File: config.mk
export PLATFORM = sky130hd
export DESIGN_NAME = onchip_mem_arbiter_2p
export DESIGN_NICKNAME = d
export VERILOG_FILES = /design/src/rtl/onchip_mem_arbiter_2p.sv
export SDC_FILE = /design/constraint.sdc
export NUM_CORES = 1
export LEC_CHECK = 0
export BUFFER_PORTS_ARGS = -buffer_cell sky130_fd_sc_hd__buf_2
export CAP_MARGIN = 20
export CORE_AREA = 2 2 182 184
export DETAILED_ROUTE_END_ITERATION = 16
export DIE_AREA = 0 0 184 186
export PLACE_DENSITY = 0.34
export SLEW_MARGIN = 40
export SYNTH_ARGS = -nofsm -noshare
export SYNTH_HDL_FRONTEND = slang
export SYNTH_SLANG_ARGS = --single-unit
export TNS_END_PERCENT = 10
File: constraint.sdc
create_clock -name clk -period 3.45 [get_ports clk]
set_input_delay 0 -clock clk [delete_from_list [all_inputs] [get_ports clk]]
set_output_delay 0 -clock clk [all_outputs]
set_load 0.01 [all_outputs]
File: src/rtl/onchip_mem_arbiter_2p.sv
// Two-master round-robin arbiter in front of a single-port on-chip RAM.
// Read data returns in grant order, tagged to the issuing master through a RD_LAT-deep tag pipe.
module onchip_mem_arbiter_2p #(
  parameter int ADDR_W = 14,
  parameter int DATA_W = 64,
  parameter int BE_W   = 8,
  parameter int RD_LAT = 1
) (
  input  logic              clk,
  input  logic              reset,
  input  logic [ADDR_W-1:0] m0_address,
  input  logic [BE_W-1:0]   m0_byteenable,
  input  logic              m0_read,
  input  logic              m0_write,
  input  logic [DATA_W-1:0] m0_writedata,
  output logic              m0_waitrequest,
  output logic [DATA_W-1:0] m0_readdata,
  output logic              m0_readdatavalid,
  input  logic [ADDR_W-1:0] m1_address,
  input  logic [BE_W-1:0]   m1_byteenable,
  input  logic              m1_read,
  input  logic              m1_write,
  input  logic [DATA_W-1:0] m1_writedata,
  output logic              m1_waitrequest,
  output logic [DATA_W-1:0] m1_readdata,
  output logic              m1_readdatavalid,
  output logic [ADDR_W-1:0] mem_address,
  output logic [BE_W-1:0]   mem_byteenable,
  output logic              mem_chipselect,
  output logic              mem_write,
  output logic [DATA_W-1:0] mem_writedata,
  output logic              mem_clken,
  input  logic [DATA_W-1:0] mem_readdata
);

  logic              req0_s;
  logic              req1_s;
  logic              gnt0_s;
  logic              gnt1_s;
  logic              gnt_any_s;
  logic              sel_wr_s;
  logic              gnt_rd_s;
  logic              last_r;
  logic [RD_LAT-1:0] tag_vld_r;
  logic [RD_LAT-1:0] tag_id_r;
  logic [RD_LAT:0]   vld_shift_s;
  logic [RD_LAT:0]   id_shift_s;

  // Grant selection: a lone requester wins, contention goes to the master not granted last.
  always_comb begin
    req0_s = m0_read | m0_write;
    req1_s = m1_read | m1_write;
    gnt0_s = 1'b0;
    gnt1_s = 1'b0;
    if (reset) begin
      gnt0_s = 1'b0;
      gnt1_s = 1'b0;
    end else if (req0_s && req1_s) begin
      gnt0_s = last_r;
      gnt1_s = ~last_r;
    end else begin
      gnt0_s = req0_s;
      gnt1_s = req1_s;
    end
    gnt_any_s = gnt0_s | gnt1_s;
  end

  // RAM-side mux from the granted master; read+write together counts as a write.
  always_comb begin
    mem_address    = m0_address;
    mem_writedata  = m0_writedata;
    mem_byteenable = {BE_W{1'b1}};
    sel_wr_s       = 1'b0;
    if (gnt1_s) begin
      mem_address    = m1_address;
      mem_writedata  = m1_writedata;
      sel_wr_s       = m1_write;
      mem_byteenable = m1_write ? m1_byteenable : {BE_W{1'b1}};
    end else begin
      mem_address    = m0_address;
      mem_writedata  = m0_writedata;
      sel_wr_s       = m0_write;
      mem_byteenable = m0_write ? m0_byteenable : {BE_W{1'b1}};
    end
    mem_chipselect = gnt_any_s;
    mem_write      = gnt_any_s & sel_wr_s;
    gnt_rd_s       = gnt_any_s & ~sel_wr_s;
    mem_clken      = 1'b1;
  end

  // Master handshake and tagged read-return qualifiers.
  always_comb begin
    m0_waitrequest   = 1'b1;
    m1_waitrequest   = 1'b1;
    m0_readdatavalid = 1'b0;
    m1_readdatavalid = 1'b0;
    if (reset) begin
      m0_waitrequest   = 1'b1;
      m1_waitrequest   = 1'b1;
      m0_readdatavalid = 1'b0;
      m1_readdatavalid = 1'b0;
    end else begin
      m0_waitrequest   = req0_s & ~gnt0_s;
      m1_waitrequest   = req1_s & ~gnt1_s;
      m0_readdatavalid = tag_vld_r[RD_LAT-1] & ~tag_id_r[RD_LAT-1];
      m1_readdatavalid = tag_vld_r[RD_LAT-1] & tag_id_r[RD_LAT-1];
    end
    m0_readdata = mem_readdata;
    m1_readdata = mem_readdata;
  end

  // Next tag-pipe contents: new read tag enters stage 0, everything moves one stage.
  always_comb begin
    vld_shift_s = {tag_vld_r, gnt_rd_s};
    id_shift_s  = {tag_id_r, gnt1_s};
  end

  // Round-robin pointer and read tag pipeline.
  always_ff @(posedge clk) begin
    if (reset) begin
      last_r    <= 1'b1;
      tag_vld_r <= '0;
      tag_id_r  <= '0;
    end else begin
      if (gnt_any_s) begin
        last_r <= gnt1_s;
      end else begin
        last_r <= last_r;
      end
      tag_vld_r <= vld_shift_s[RD_LAT-1:0];
      tag_id_r  <= id_shift_s[RD_LAT-1:0];
    end
  end

endmodule

==> results of run 1 <==
worst reg2reg max path, delay by kind of cell, from the launching register on:
kind            cells  cell delay (ns)
simple gates        1             0.27
flops               1             0.34
compound gates      1             0.67
report_power, final:
group | switching, uW | internal (uW) | total [uW] | leakage (uW)
Sequential | 2.37 | 37.8 | 40.1 | 0.0000250
Clock | 31.4 | 152 | 184 | 0.0000382
Combinational | 180 | 215 | 395 | 0.00142
metal layers:
metal  track usage  vias to the layer above
met5             0                        -
met4       0.01984                        2
met3       0.02720                       50
met2       0.08679                      216
met1       0.05802                      848
li1              -                      990
per-stage QoR:
stage | worst slack [ns] | power [uW] | cell area, um2 | util | hold slack [ns]
floorplan | 2.000 | 380.3 | 2135 | - | 0.09177
global placement | 1.703 | 445.0 | 3004 | 0.09328 | 0.0001003
detailed placement | 1.709 | 444.0 | 3004 | 0.09328 | 0.0001003
CTS | 1.454 | 634.6 | 3083 | 0.09573 | 0.0001003
global route | 1.381 | 668.2 | 3083 | 0.09573 | 0.00003219
finish | 1.499 | 619.0 | 3090 | 0.09596 | 0.000004898
registers in the layout, indices dropped and copies added (netlist names):
signal,cells
tag_vld_r,1
tag_id_r,1
last_r,1
cell families after synthesis:
| family | count (synthesis) |
|---|---|
| muxes | 78 |
| and+or+nand+nor | 7 |
| DFF | 3 |
| AOI/OAI and AO/OA | 16 |
| other | 1 |
| buffers and inverters | 139 |
path summary, 6_finish.rpt:
kind | slack, ns | endpoint
worst max-delay path | 1.50 | mem_writedata[3]
worst min-delay path | 0.000005 | m0_readdata[16]
worst max register to register | 2.10 | tag_vld_r$_SDFF_PP0_
worst min register to register | 0.55 | last_r$_SDFFE_PP1P_
synthesized netlist by cell type:
master / number
a21boi_0: 1
a21oi_1: 2
and3_1: 2
buf_2: 6
buf_4: 130
buf_6: 1
clkbuf_1: 1
conb_1: 1
dfxtp_1: 3
inv_1: 1
mux2_1: 9
mux2_2: 69
nand3_1: 1
nor2_1: 2
nor3b_1: 1
nor3b_2: 1
o21ai_0: 2
o21ai_1: 1
o22a_1: 8
o31ai_1: 1
o31ai_2: 1
cell type report:
type | instances | area share
timing repair buffer | 271 | 0.4445
multi-input combinational | 102 | 0.3417
sequential | 3 | 0.01943
antenna | 3 | 0.002429
inverter | 1 | 0.001215
clock buffer | 4 | 0.02551
tap | 408 | 0.1652
==> impl_metrics.toml, run 1 <==
[status]
status = "finished, final reports clean"

[layout]
stdcell_count = 792
layout_common_cells = "buf_2 (269), mux2_2 (69), mux2_1 (9)"
seqCellArea_um2 = 60.06
nets = 624
drive_above_1_share = 0.9055
fillers = 3765
final_common_cell = "buf_2"
multiInputGateArea_um2 = 1056
areaGrowthSynthToFinish_pct = 44.78

[placed_design]
placed_cells = 785
dp_hpwl_mm = 9.217
portBuffers = 269
gp_congestion = 0.7388

[clock_tree]
cts_hold_buf = 0
clock-sinks = 3
htreeDepth = 1
cts_resized = 0
cts_buffers = 3
cts.path.max_buffers = 2
clkLatencyLatePin_ns = 0.22
cts.clk_slew.worst_paths_ns = 0.03
root_buffer = "clkbuf_16"
cts_tree = "yes"
cts_setup_buffers = 0

[grt]
grt_max_degree = 67
grt_pass1_wl_mm = 13.08
antenna_found_initial = 6
grt_pass1_vias = 2065
grt_use_total = 0.05280
overflow = 0

[logic_synthesis]
synth-xor-area-share = 0
synth_top_area_frac = 0.4572
synth_compound_area_frac = 0.05744
synth_fa_ha_area_frac = 0
synth_top_family_by_area = "buffers and inverters"
synth-simple-area-share = 0.02110
synthMuxAreaShare = 0.4115
ys_seq_elements = 3
syn_inst = 244
syn-cell-area_um2 = 2135
syn_area_per_cell_um2 = 8.748
yosysTopAreaCell = "buf_4"
synth_nets = 486
yosys_warnings = 0
seq_area_frac_synth = 0.02814
yosysUniqueCellTypes = 21
synthTopCellsByArea = "buf_4 (46%), mux2_2 (36%), mux2_1 (4.7%)"

[setup_path]
crit_type = "flip-flop to output port"
crit_buf_inv = 2
endpoint_kind = "output port"
crit_path_start_kind = "flip-flop"
cp.depth = 5
crit_chain = "o21ai_1 > nor3b_4 > buf_12 > mux2_2 > buf_2"
regToRegStartpoint = "last_r$_SDFFE_PP1P_"
cp_slowest_cell = "mux2_2"
required_ns = 3.45
cp-startpoint = "last_r$_SDFFE_PP1P_"
cp_top_family = "buffers and inverters"
critPathMaxStageDelay_ns = 0.40
r2r.worst_path.cells = 2
path_max_fanout = 66
arrival_ns = 1.95

[pwr]
power_leakage_uw = 0.001480
vdd_drop_max_mv = 0.1103
p_per_area_nw_per_um2 = 200.3

[route]
drt-initial-drc-count = 46
routedWlPerCell_um = 12.78
drc = 0
wl_met3_mm = 1.414
drt-vias-per-instance = 2.659
routed_wl_mm = 10.12
vias = 2106
wl_met2_mm = 4.641
ant_nets = 0
dr.pass1.iters = 4
routed.top_layer = "met5"
wl_met1_mm = 3.684

[sta]
setup_violations = 0
period_share = 0.5656
fmax_mhz = 512.5
finClkSkew_ns = 0.004080
hold_violations = 0
rsz0062_at_grt = "no"
fin_setup_tns_ns = 0
relSlewSlack = 0.5129
min_period_ns = 1.951
worst_pin_slew_ns = 0.7262
slew_viol_final = 0

[floorplanning]
initial_core_util = 0.06628
die_x_um = 184
fp.coreArea_um2 = 32210
ioPinCount = 463
die_height_um = 186
rows = 66
die-area_um2 = 34220

[worst_hold_path]
whs_path_depth = 0
hold_path.class = "input port to output port"
min_from = "mem_readdata[16]"

[run]
drv_cap = 0
No activity file was read; power rests on OpenSTA's default activity.
==> run 2: changes to the inputs <==
Settings changed: CORE_AREA 2 2 182 184 to 2 2 181 183, DIE_AREA 0 0 184 186 to 0 0 183 185, PLACE_DENSITY 0.34 to 0.35.
Clock period 3.45 ns to 1.65 ns, I/O delays scaled along.
==> impl_metrics.toml, run 2 (synthesis results as in run 1) <==
[layout]
antenna_cells = 0
reg_top3 = "last_r x1, tag_id_r x1, tag_vld_r x1"
layout_common_cells = "buf_2 (218), buf_6 (58), mux2_4 (46)"
drive_above_1_share = 0.9327
stdcell_count = 809
fillers = 3706
nets = 644
areaGrowthSynthToFinish_pct = 83.00
final_common_cell = "buf_2"
fin_area_um2 = 3906

[clock_tree]
cts_tree = "yes"
cts_buffers = 3
cts.path.max_buffers = 2
clkLatencyLatePin_ns = 0.22
clock-sinks = 3
root_buffer = "clkbuf_16"
cts_hold_buf = 0
htreeDepth = 1
cts.clk_slew.worst_paths_ns = 0.03

[floorplanning]
die_height_um = 185
die-area_um2 = 33860
die_x_um = 183
initial_core_util = 0.06662
fp.coreArea_um2 = 32040
ioPinCount = 463
rows = 66

[pwr]
totalPowerFinal_uw = 1674
vdd_drop_max_mv = 0.2636
power_leakage_uw = 0.001911
p_per_area_nw_per_um2 = 428.4

[setup_path]
cp_slowest_cell = "dfxtp_2"
critPathMaxStageDelay_ns = 0.31
path_max_fanout = 7
endpoint_kind = "output port"
arrival_ns = 1.77
crit_path_start_kind = "flip-flop"
crit_type = "flip-flop to output port"
crit_chain = "o21ai_2 > nor3b_4 > buf_6 > buf_12 > clkbuf_16 > mux2_4 > buf_6"
path_common_cell = "buf_6"
required_ns = 1.65

[route]
wl_met3_mm = 1.237
ant_nets = 0
wl_met1_mm = 4.277
routed.top_layer = "met5"
vias = 2281
routedWlPerCell_um = 14.26
drt-initial-drc-count = 33
dr.pass1.iters = 4
drt-vias-per-instance = 2.820
drc = 0
routed_wl_mm = 11.54
wl_met2_mm = 5.636

[sta]
fin_setup_tns_ns = -4.734
period_share = 1.074
slew_viol_final = 0
finClkSkew_ns = 0.0003391
setup_violations = 59
fmax_mhz = 564.4
hold_violations = 0
min_period_ns = 1.772
fin_ws_ns = -0.1217
rsz0062_at_grt = "yes"

[placed_design]
gp_congestion = 0.7408
portBuffers = 269
dp_hpwl_mm = 9.675
placed_cells = 798
postPlaceCellArea_um2 = 3114
place_ws_ns = 0.06953

[grt]
grt_pass1_vias = 2306
grt_max_degree = 13
grt_pass1_wl_mm = 14.66
antenna_found_initial = 1
overflow = 0
grt_use_total = 0.06013

[status]
status = "finished, violations left"
violations = "setup timing"

[worst_hold_path]
hold_path.class = "input port to output port"

[run]
drv_cap = 0
run 2: changes by cell type in the layout (fill, tap and decap cells not counted), sizes merged:
cell | before | now
buf | 271 | 289
clkbuf | 4 | 6
diode | 3 | 0
run 2: area by class of cell:
type / instances / area [um2] / area share
well taps: 408 / 510.5 / 0.1307
multi-input cells: 102 / 1232 / 0.3155
clock buffers: 4 / 78.83 / 0.02018
flip-flops and latches: 3 / 61.31 / 0.01570
inverters: 1 / 3.754 / 0.0009609
repair buffers: 291 / 2019 / 0.5170
run 2: through the flow:
stage | hold slack [ns] | util
2_1_floorplan | 0.09177 | -
3_3_place_gp | 0.0001003 | 0.09720
3_5_place_dp | 0.0001003 | 0.09720
4_1_cts | 0.0001003 | 0.1134
5_1_grt | 0.00002435 | 0.1219
6_report | 0.000005002 | 0.1219
run 2: repair_timing:
| action | CTS | global route |
|---|---|---|
| endpoints found under the setup margin | 75 | 78 |
| buffers inserted | 2 | 0 |
| gates cloned | 3 | 2 |
| resized for setup | 83 | 48 |
| pin swaps | 0 | 0 |
run 2: worst paths after layout:
check,cells past startpoint,from,slack (ns),to
worst max-delay path,7,last_r$_SDFFE_PP1P_,-0.12,mem_writedata[55]
worst min-delay path,0,mem_readdata[47],0.000005,m1_readdata[47]
worst max register to register,4,last_r$_SDFFE_PP1P_,0.47,tag_vld_r$_SDFF_PP0_
worst min register to register,2,last_r$_SDFFE_PP1P_,0.58,last_r$_SDFFE_PP1P_
run 2: critical path, delay by kind of cell, from the launching register on:
kind	cells	cell delay (ns)
AOI/OAI and AO/OA	1	0.06
buffers and inverters	4	0.61
DFF	1	0.31
and+or+nand+nor	1	0.24
muxes	1	0.31
run 2: layer usage:
metal,global-route usage,vias up
met5,0,-
met4,0.02336,2
met3,0.02359,53
met2,0.1014,212
met1,0.06832,996
li1,-,1018
run 2: where the power goes:
| part | switching, uW | leakage [uW] | internal, uW |
|---|---|---|---|
| clock | 62.1 | 0.0000382 | 318 |
| sequential | 3.36 | 0.0000248 | 79.5 |
| combinational | 476 | 0.00185 | 734 |
| total | 542 | 0.00191 | 1130 |
